### config.mk
export PLATFORM = sky130hd
export DESIGN_NAME = opb_register_bank_s2p
export DESIGN_NICKNAME = d
export VERILOG_FILES = /design/src/rtl/opb_register_bank_s2p.sv
export SDC_FILE = /design/constraint.sdc
export NUM_CORES = 1
export LEC_CHECK = 0
export CAP_MARGIN = 30
export CORE_MARGIN = 10
export CORE_UTILIZATION = 40
export DETAILED_ROUTE_END_ITERATION = 16
export PLACE_DENSITY = 0.76
export SYNTH_ARGS = -nofsm -noshare
export SYNTH_HDL_FRONTEND = slang
export SYNTH_SLANG_ARGS = --single-unit
### constraint.sdc
create_clock -name OPB_Clk -period 4.71 [get_ports OPB_Clk]
set_input_delay 0.471 -clock OPB_Clk [delete_from_list [all_inputs] [get_ports OPB_Clk]]
set_output_delay 0.471 -clock OPB_Clk [all_outputs]
set_load 0.005 [all_outputs]
### src/rtl/opb_register_bank_s2p.sv
// OPB slave register bank: user-side channels captured into read-only DATA registers,
// with fresh/overrun status, freeze/clear control and a running capture counter.
module opb_register_bank_s2p #(
    parameter logic [31:0] C_BASEADDR = 32'h0100E100,
    parameter logic [31:0] C_HIGHADDR = 32'h0100E1FF,
    parameter int          C_NUM_REGS = 4
) (
    input  logic                      OPB_Clk,
    input  logic                      OPB_Rst,
    input  logic [0:31]               OPB_ABus,
    input  logic [0:3]                OPB_BE,
    input  logic [0:31]               OPB_DBus,
    input  logic                      OPB_RNW,
    input  logic                      OPB_select,
    input  logic                      OPB_seqAddr,
    output logic [0:31]               Sl_DBus,
    output logic                      Sl_xferAck,
    output logic                      Sl_errAck,
    output logic                      Sl_retry,
    output logic                      Sl_toutSup,
    input  logic [C_NUM_REGS*32-1:0]  user_data_in,
    input  logic [C_NUM_REGS-1:0]     user_valid
);

    typedef enum logic [1:0] {
        ST_IDLE = 2'd0,
        ST_ACK  = 2'd1,
        ST_HOLD = 2'd2
    } state_t;

    localparam logic [31:0] OFF_STATUS  = 32'(C_NUM_REGS);
    localparam logic [31:0] OFF_CONTROL = 32'(C_NUM_REGS + 1);
    localparam logic [31:0] OFF_CAPCNT  = 32'(C_NUM_REGS + 2);

    function automatic logic [31:0] popcount(input logic [C_NUM_REGS-1:0] v);
        logic [31:0] cnt;
        cnt = 32'd0;
        for (int i = 0; i < C_NUM_REGS; i++) begin
            cnt = cnt + {31'd0, v[i]};
        end
        return cnt;
    endfunction

    state_t                  state_r;
    state_t                  state_nxt_s;
    logic                    xfer_done_r;
    logic                    rnw_r;
    logic [31:0]             off_r;
    logic [31:0]             data_r [C_NUM_REGS];
    logic [C_NUM_REGS-1:0]   fresh_r;
    logic [C_NUM_REGS-1:0]   ovr_r;
    logic                    freeze_r;
    logic [31:0]             capcnt_r;

    logic [31:0]             abus_s;
    logic [31:0]             wdata_s;
    logic [31:0]             diff_s;
    logic [31:0]             off_s;
    logic [31:0]             rdata_s;
    logic [31:0]             dbus_s;
    logic                    hit_s;
    logic                    start_s;
    logic                    ack_s;
    logic                    wr_s;
    logic                    status_wr_s;
    logic                    ctrl_wr_s;
    logic [C_NUM_REGS-1:0]   cap_s;
    logic [C_NUM_REGS-1:0]   rd_clr_s;
    logic [C_NUM_REGS-1:0]   ovr_clr_s;
    logic [C_NUM_REGS-1:0]   fresh_nxt_s;
    logic [C_NUM_REGS-1:0]   ovr_nxt_s;
    logic [31:0]             cap_pop_s;
    logic                    unused_s;

    assign abus_s  = OPB_ABus;
    assign wdata_s = OPB_DBus;
    assign diff_s  = abus_s - C_BASEADDR;
    assign off_s   = {2'b00, diff_s[31:2]};
    assign hit_s   = OPB_select && (abus_s >= C_BASEADDR) && (abus_s <= C_HIGHADDR);
    // A select still held from the previous transfer must not start a new one.
    assign start_s = hit_s && !xfer_done_r;
    // Reset kills the ack combinationally so an aborted transfer is never acknowledged.
    assign ack_s   = (state_r == ST_ACK) && !OPB_Rst;

    // Bus FSM next-state logic.
    always_comb begin
        state_nxt_s = state_r;
        case (state_r)
            ST_IDLE: begin
                if (start_s) state_nxt_s = ST_ACK;
                else         state_nxt_s = ST_IDLE;
            end
            ST_ACK:  state_nxt_s = ST_HOLD;
            ST_HOLD: state_nxt_s = ST_IDLE;
            default: state_nxt_s = ST_IDLE;
        endcase
    end

    // Bus FSM state plus the address/direction latched at the start of a transfer.
    always_ff @(posedge OPB_Clk) begin
        if (OPB_Rst) begin
            state_r     <= ST_IDLE;
            xfer_done_r <= 1'b0;
            rnw_r       <= 1'b1;
            off_r       <= 32'd0;
        end else begin
            state_r <= state_nxt_s;
            if (state_r == ST_ACK)  xfer_done_r <= 1'b1;
            else if (!OPB_select)   xfer_done_r <= 1'b0;
            if (state_r == ST_IDLE && start_s) begin
                off_r <= off_s;
                rnw_r <= OPB_RNW;
            end
        end
    end

    // Capture qualification, write strobes and next fresh/overrun flags.
    always_comb begin
        cap_s       = user_valid & {C_NUM_REGS{~freeze_r}};
        wr_s        = ack_s && !rnw_r && OPB_BE[3];
        status_wr_s = wr_s && (off_r == OFF_STATUS);
        ctrl_wr_s   = wr_s && (off_r == OFF_CONTROL);
        rd_clr_s    = {C_NUM_REGS{1'b0}};
        ovr_clr_s   = {C_NUM_REGS{1'b0}};
        for (int i = 0; i < C_NUM_REGS; i++) begin
            rd_clr_s[i]  = ack_s && rnw_r && (off_r == 32'(i));
            ovr_clr_s[i] = status_wr_s && wdata_s[16+i];
        end
        // A same-cycle capture keeps FRESH set and a new overrun beats the W1C clear.
        fresh_nxt_s = cap_s | (fresh_r & ~rd_clr_s);
        ovr_nxt_s   = (cap_s & fresh_r) | (ovr_r & ~ovr_clr_s);
        cap_pop_s   = popcount(cap_s);
    end

    // Read multiplexer over the register map; out-of-map offsets read zero.
    always_comb begin
        rdata_s = 32'd0;
        if (off_r == OFF_STATUS) begin
            for (int i = 0; i < C_NUM_REGS; i++) begin
                rdata_s[i]    = fresh_r[i];
                rdata_s[16+i] = ovr_r[i];
            end
        end else if (off_r == OFF_CONTROL) begin
            rdata_s = {31'd0, freeze_r};
        end else if (off_r == OFF_CAPCNT) begin
            rdata_s = capcnt_r;
        end else begin
            for (int i = 0; i < C_NUM_REGS; i++) begin
                rdata_s = (off_r == 32'(i)) ? data_r[i] : rdata_s;
            end
        end
    end

    assign dbus_s     = (ack_s && rnw_r) ? rdata_s : 32'd0;
    assign Sl_DBus    = dbus_s;
    assign Sl_xferAck = ack_s;
    assign Sl_errAck  = 1'b0;
    assign Sl_retry   = 1'b0;
    assign Sl_toutSup = 1'b0;

    // Channel data, status flags, control and capture counter.
    always_ff @(posedge OPB_Clk) begin
        if (OPB_Rst) begin
            for (int i = 0; i < C_NUM_REGS; i++) begin
                data_r[i] <= 32'd0;
            end
            fresh_r  <= {C_NUM_REGS{1'b0}};
            ovr_r    <= {C_NUM_REGS{1'b0}};
            freeze_r <= 1'b0;
            capcnt_r <= 32'd0;
        end else begin
            for (int i = 0; i < C_NUM_REGS; i++) begin
                if (cap_s[i]) data_r[i] <= user_data_in[32*i +: 32];
            end
            fresh_r <= fresh_nxt_s;
            ovr_r   <= ovr_nxt_s;
            if (ctrl_wr_s) freeze_r <= wdata_s[0];
            if (ctrl_wr_s && wdata_s[1]) capcnt_r <= cap_pop_s;
            else                         capcnt_r <= capcnt_r + cap_pop_s;
        end
    end

    assign unused_s = ^{OPB_seqAddr, OPB_BE[0:2], diff_s[1:0], wdata_s};

endmodule

==> flow_summary.ini <==
[floorplan]
core.rowCount = 57
die_w_um = 177
initial_core_util = 0.405
die_area_um2 = 31200
ios = 241
fp.dieH_um = 177
core_area_um2 = 24200

[worst_setup_path]
r2r-end = capcnt_r[30]
r2r_cells = 12
worstPathRequired_ps = 4240
critPathMaxStageDelay_ps = 720
crit_slowest_cell = a21o_1
cp_cell_sequence = nor4_1, nand3_1, nor3_4, a21o_1, nor3_1, clkdlybuf4s50_1
path_max_fanout = 24
arrival_ps = 3630
cp-endpoint = Sl_DBus[1]
startpoint_type = flip-flop
worstSetupPathType = flip-flop to output port
cp-end-kind = output port
r2r_slack_ps = 1040
startpoint = off_r[18]
rr_startpoint = freeze_r

[timing]
tightest_slew_ps = 946
skew_ps = 19.9
rsz0062_at_grt = false
finalMaxSlewViolations = 0
timing.final.crit_share = 0.870
tns_ps = 0
setup_viol = 0
slew_headroom = 0.369
clock.fmax_mhz = 244
finalHoldViolCount = 0
fin_crit_ps = 4100
setup_ws_ps = 611

[power_and_ir_drop]
ir_drop_mv = 0.239
power.leakage_uw = 0.00486
p_total_uw = 4090
power.density_nw_per_um2 = 320

[synthesis]
synth_cell_types = 69
synth_ff_type = edfxtp_1
yosysWarnings = 0
syn-mean-instance-area_um2 = 11.6
ys_seq_area_frac = 0.544
synth_top_cell_area_share = 0.391
ys_top_cells_by_area = edfxtp_1 39%, dfxtp_1 15%, and3_1 8.2%, mux4_2 5.3%, nor2_1 2.5%
syn_inst = 846
async_reset_ff_frac = 0
synthTopCellsByCount = 129 x and3_1, 128 x edfxtp_1, 75 x dfxtp_1
syn_area_um2 = 9830
synth-seq-cells = 203
post-synth-top-count-cell = and3_1
synth_edf_count = 128
yosys.area.top_type = edfxtp_1

[clock_network]
cts_resized = 0
cts.sinks = 203
cts_hold_buf = 0
clkLatencyLatePin_ps = 510
cts_tree = done
clk_path_buf_depth = 3
post_cts_buffers = 0
h-tree-depth = 1
root_buffer = clkbuf_16
cts.clk_slew.worst_paths_ps = 60
cts_buffers = 22

[drt]
vias = 7580
ant_nets = 0
finalWirelength_um = 29300
wl_per_cell_um = 21.6
first_iter_violations = 535
via_per_inst = 5.58
firstDrtPassIters = 5
drcViolationCount = 0

[placed_design]
gp_congestion = 0.838
post-dp-hpwl_um = 21100
dp_slack_ps = 679
numPortBuffers = 207

[cells_and_area]
ff_latch_area_um2 = 5350
antennaDiodeCount = 0
drive_gt1_frac = 0.103
final_util = 0.527
synthToLayoutAreaGrowth_pct = 30.0
num-fill-cells = 2116
multiInputGateArea_um2 = 4090
nets = 1238

[hold_path]
hp-class = flip-flop to flip-flop
hold_depth = 1

[status]
status = finished, final reports clean

[flow_run]
drv_cap = 0

[global_route]
grt_max_degree = 135
grtUsageTotal = 0.183
grt_overflow_total = 0
grt_pass1_vias = 7878
grt_pass1_wl_um = 45000
antenna_found_initial = 0
-- power breakdown --
part	internal, µW	switching, µW
combinational	236	185
clock	956	673
sequential	2000	39.7
-- cell usage in the layout, fill, tap and decap left out, drive strengths merged, types with 7 or more instances in the layout --
| master | n |
|---|---|
| mux2i | 12 |
| clkbuf | 29 |
| nor4 | 17 |
| nor2b | 9 |
| o22a | 8 |
| nor3 | 29 |
| nand2 | 26 |
| dfxtp | 75 |
| mux2 | 7 |
| a311oi | 9 |
| edfxtp | 128 |
| ha | 8 |
| nor2 | 68 |
| nand3 | 17 |
| o21ai | 21 |
| clkdlybuf4s50 | 207 |
| mux4 | 23 |
| and3 | 129 |
| o21a | 11 |
| inv | 13 |
| and4 | 9 |
| a21o | 12 |
| buf | 17 |
| xnor2 | 25 |
| a21oi | 20 |
| o22ai | 8 |
| a22oi | 23 |
| nand4 | 13 |
-- layout make-up --
| type | instances | share of cell area |
|---|---|---|
| Tap cell | 324 | 0.0317 |
| Timing Repair Buffer | 224 | 0.174 |
| Clock inverter | 6 | 0.00441 |
| Sequential cell | 203 | 0.419 |
| Clock buffer | 29 | 0.0477 |
| Multi-Input combinational cell | 560 | 0.320 |
| Inverter | 13 | 0.00382 |
-- per-layer routing --
layer | up-vias | GRT usage | share of wire
li1 | 3569 | - | -
met1 | 3668 | 0.231 | 0.41
met2 | 300 | 0.303 | 0.49
met3 | 43 | 0.0454 | 0.080
met4 | 0 | 0.0543 | 0.023
met5 | - | 0 | 0
-- logic make-up after synthesis --
logic type | Yosys count | share of synthesized area
multiplexers | 42 | 0.0730
buffers and inverters | 85 | 0.0415
other | 1 | 0.000382
adder cells (fa/ha/maj) | 9 | 0.0122
flip-flops | 203 | 0.544
AO/OA/AOI/OAI | 137 | 0.102
AND/OR/NAND/NOR | 340 | 0.201
XOR/XNOR | 29 | 0.0258
-- registers in the layout, summed over array words and instances, names as in the netlist --
name	cells
fresh_r	4
data_r	128
xfer_done_r	1
capcnt_r	32
rnw_r	1
state_r	2
off_r	30
ovr_r	4
freeze_r	1
-- critical path, delay by kind of cell, from the launching register on --
kind,cells,cell delay (ps)
buffers and inverters,1,500
AND/OR/NAND/NOR,4,1570
AO/OA/AOI/OAI,1,720
flip-flops,1,310
-- worst min path at each step --
| stage | slack [ps] | endpoint | startpoint |
|---|---|---|---|
| after floorplan | 430 | off_r[18] | off_r[18] |
| after global placement | 430 | off_r[18] | off_r[18] |
| after detailed placement | 440 | off_r[16] | off_r[16] |
| after CTS | 460 | off_r[16] | off_r[16] |
| after global routing | 490 | off_r[16] | off_r[16] |
| final | 460 | off_r[20] | off_r[20] |
-- stage by stage --
| stage | instance area (µm²) | hold WS, ps | std cells |
|---|---|---|---|
| 3_5_place_dp | 12100 | 444 | 1323 |
| 4_1_cts | 12700 | 458 | 1358 |
| 2_1_floorplan | 9830 | 427 | 848 |
| 5_1_grt | 12800 | 485 | 1359 |
| 6_report | 12800 | 457 | 1359 |
| 3_3_place_gp | 12100 | 433 | 1323 |
Note: power is estimated with default switching activity, not from simulation.
==> variant (same settings) <==
Change the parameter `C_NUM_REGS` from 4 to 8.
--- a/src/rtl/opb_register_bank_s2p.sv
+++ b/src/rtl/opb_register_bank_s2p.sv
@@ -4,5 +4,5 @@
     parameter logic [31:0] C_BASEADDR = 32'h0100E100,
     parameter logic [31:0] C_HIGHADDR = 32'h0100E1FF,
-    parameter int          C_NUM_REGS = 4
+    parameter int          C_NUM_REGS = 8
 ) (
     input  logic                      OPB_Clk,
Interface: changed (resized user_data_in and user_valid); port bits go from 241 to 373. No check against the original RTL was run, so the function may have changed too.
==> variant against the original RTL <==
Sequential cell count grew 136. Setup slack got worse by 460 ps. Worst hold slack improved by 14 ps. Via count increased by 63%. Wire length rose by 84%. Synthesized area is 62% higher. Final area is 67% higher. Total power up 78%. Combinational power rose by 100%. Clock power rose by 77%. Highest routed layer is now met5.
==> variant: results (changes against the original RTL) <==
Fillers = 3252 (was 2116)
Number of synthesized flops with an enable pin = 256 (was 128)
Dpl cells = 2155 (was 1323)
CTS resizes = 1 (was 0)
Pin count of the biggest net entering global routing = 130 (was 135)
Worst Path Arrival = 4080 ps (was 3630 ps)
Leakage = 8.24 nW (was 4.86 nW)
Antenna violations before repair = 8 (was 0)
# port buffers = 343 (was 207)
Sw Share = 22.8% (was 21.9%)
Sequential share of the synthesized area = 58.7% (was 54.4%)
Relative slew margins = 32.3% (was 36.9%)
Vias in the first global route = 12500 (was 7878)
Synth Area in Adders = 1.41% (was 1.22%)
Final nets = 2022 (was 1238)
CTS buffer count = 37 (was 22)
Vias per inst = 5.55 (was 5.58)
XOR/XNOR Fraction of Synth Area = 1.59% (was 2.58%)
GPL Wtd Cong = 0.888 (was 0.838)
HPWL Detailed = 40500 microns (was 21100 microns)
Clk. pwr = 2.89 mW (was 1.63 mW)
GRT Total Usage = 21.9% (was 18.3%)
Detailed-route wire length per cell = 24.3 microns (was 21.6 microns)
First-pass GRT wire length = 79200 microns (was 45000 microns)
Worst-Skew Late Latency = 540 ps (was 510 ps)
Layout cells sized above 1 = 9.91% (was 10.3%)
Ranking of synthesized cells by area = edfxtp_1 (48%), dfxtp_1 (10%), and3_1 (5.5%) (was edfxtp_1 (39%), dfxtp_1 (15%), and3_1 (8.2%))
Pre-CTS setup slack = -516 ps (was 679 ps)
Comb. pwr = 860 uW (was 420 uW)
Post-Synthesis Cells = 1329 (was 846)
Mux cell area share after synthesis = 4.68% (was 7.30%)
Status = complete, no violations (unchanged)
## variant: worst paths after layout
path                         start                      end  slack, ps  cells past startpoint
max reg2reg  freeze_r$_SDFFE_PP0P_  capcnt_r[31]$_SDFF_PP0_        220                     18
max          off_r[2]$_SDFFE_PP0P_              Sl_DBus[24]        150                      8
min reg2reg  state_r[1]$_SDFF_PP0_    state_r[1]$_SDFF_PP0_        470                      1
min          state_r[1]$_SDFF_PP0_    state_r[1]$_SDFF_PP0_        470                      1
## variant: layer usage
metal	vias to the layer above	track usage (%)	wire length, microns
met1	5996	28.3	21700
met5	-	0	64
met4	10	8.18	1690
met3	98	5.81	5220
li1	5631	-	-
met2	606	34.8	25300
## variant: final cells by class
cell class,instances,area (sq um),share of cell area (%)
Multi-Input combinational cell,857,6080,28.6
Clock inverter,15,154,0.723
Antenna cell,2,5.00,0.0235
Timing Repair Buffer,396,3850,18.1
Tap cell,525,657,3.09
Clock buffer,50,1040,4.87
Sequential cell,339,9350,44.0
Inverter,39,148,0.694
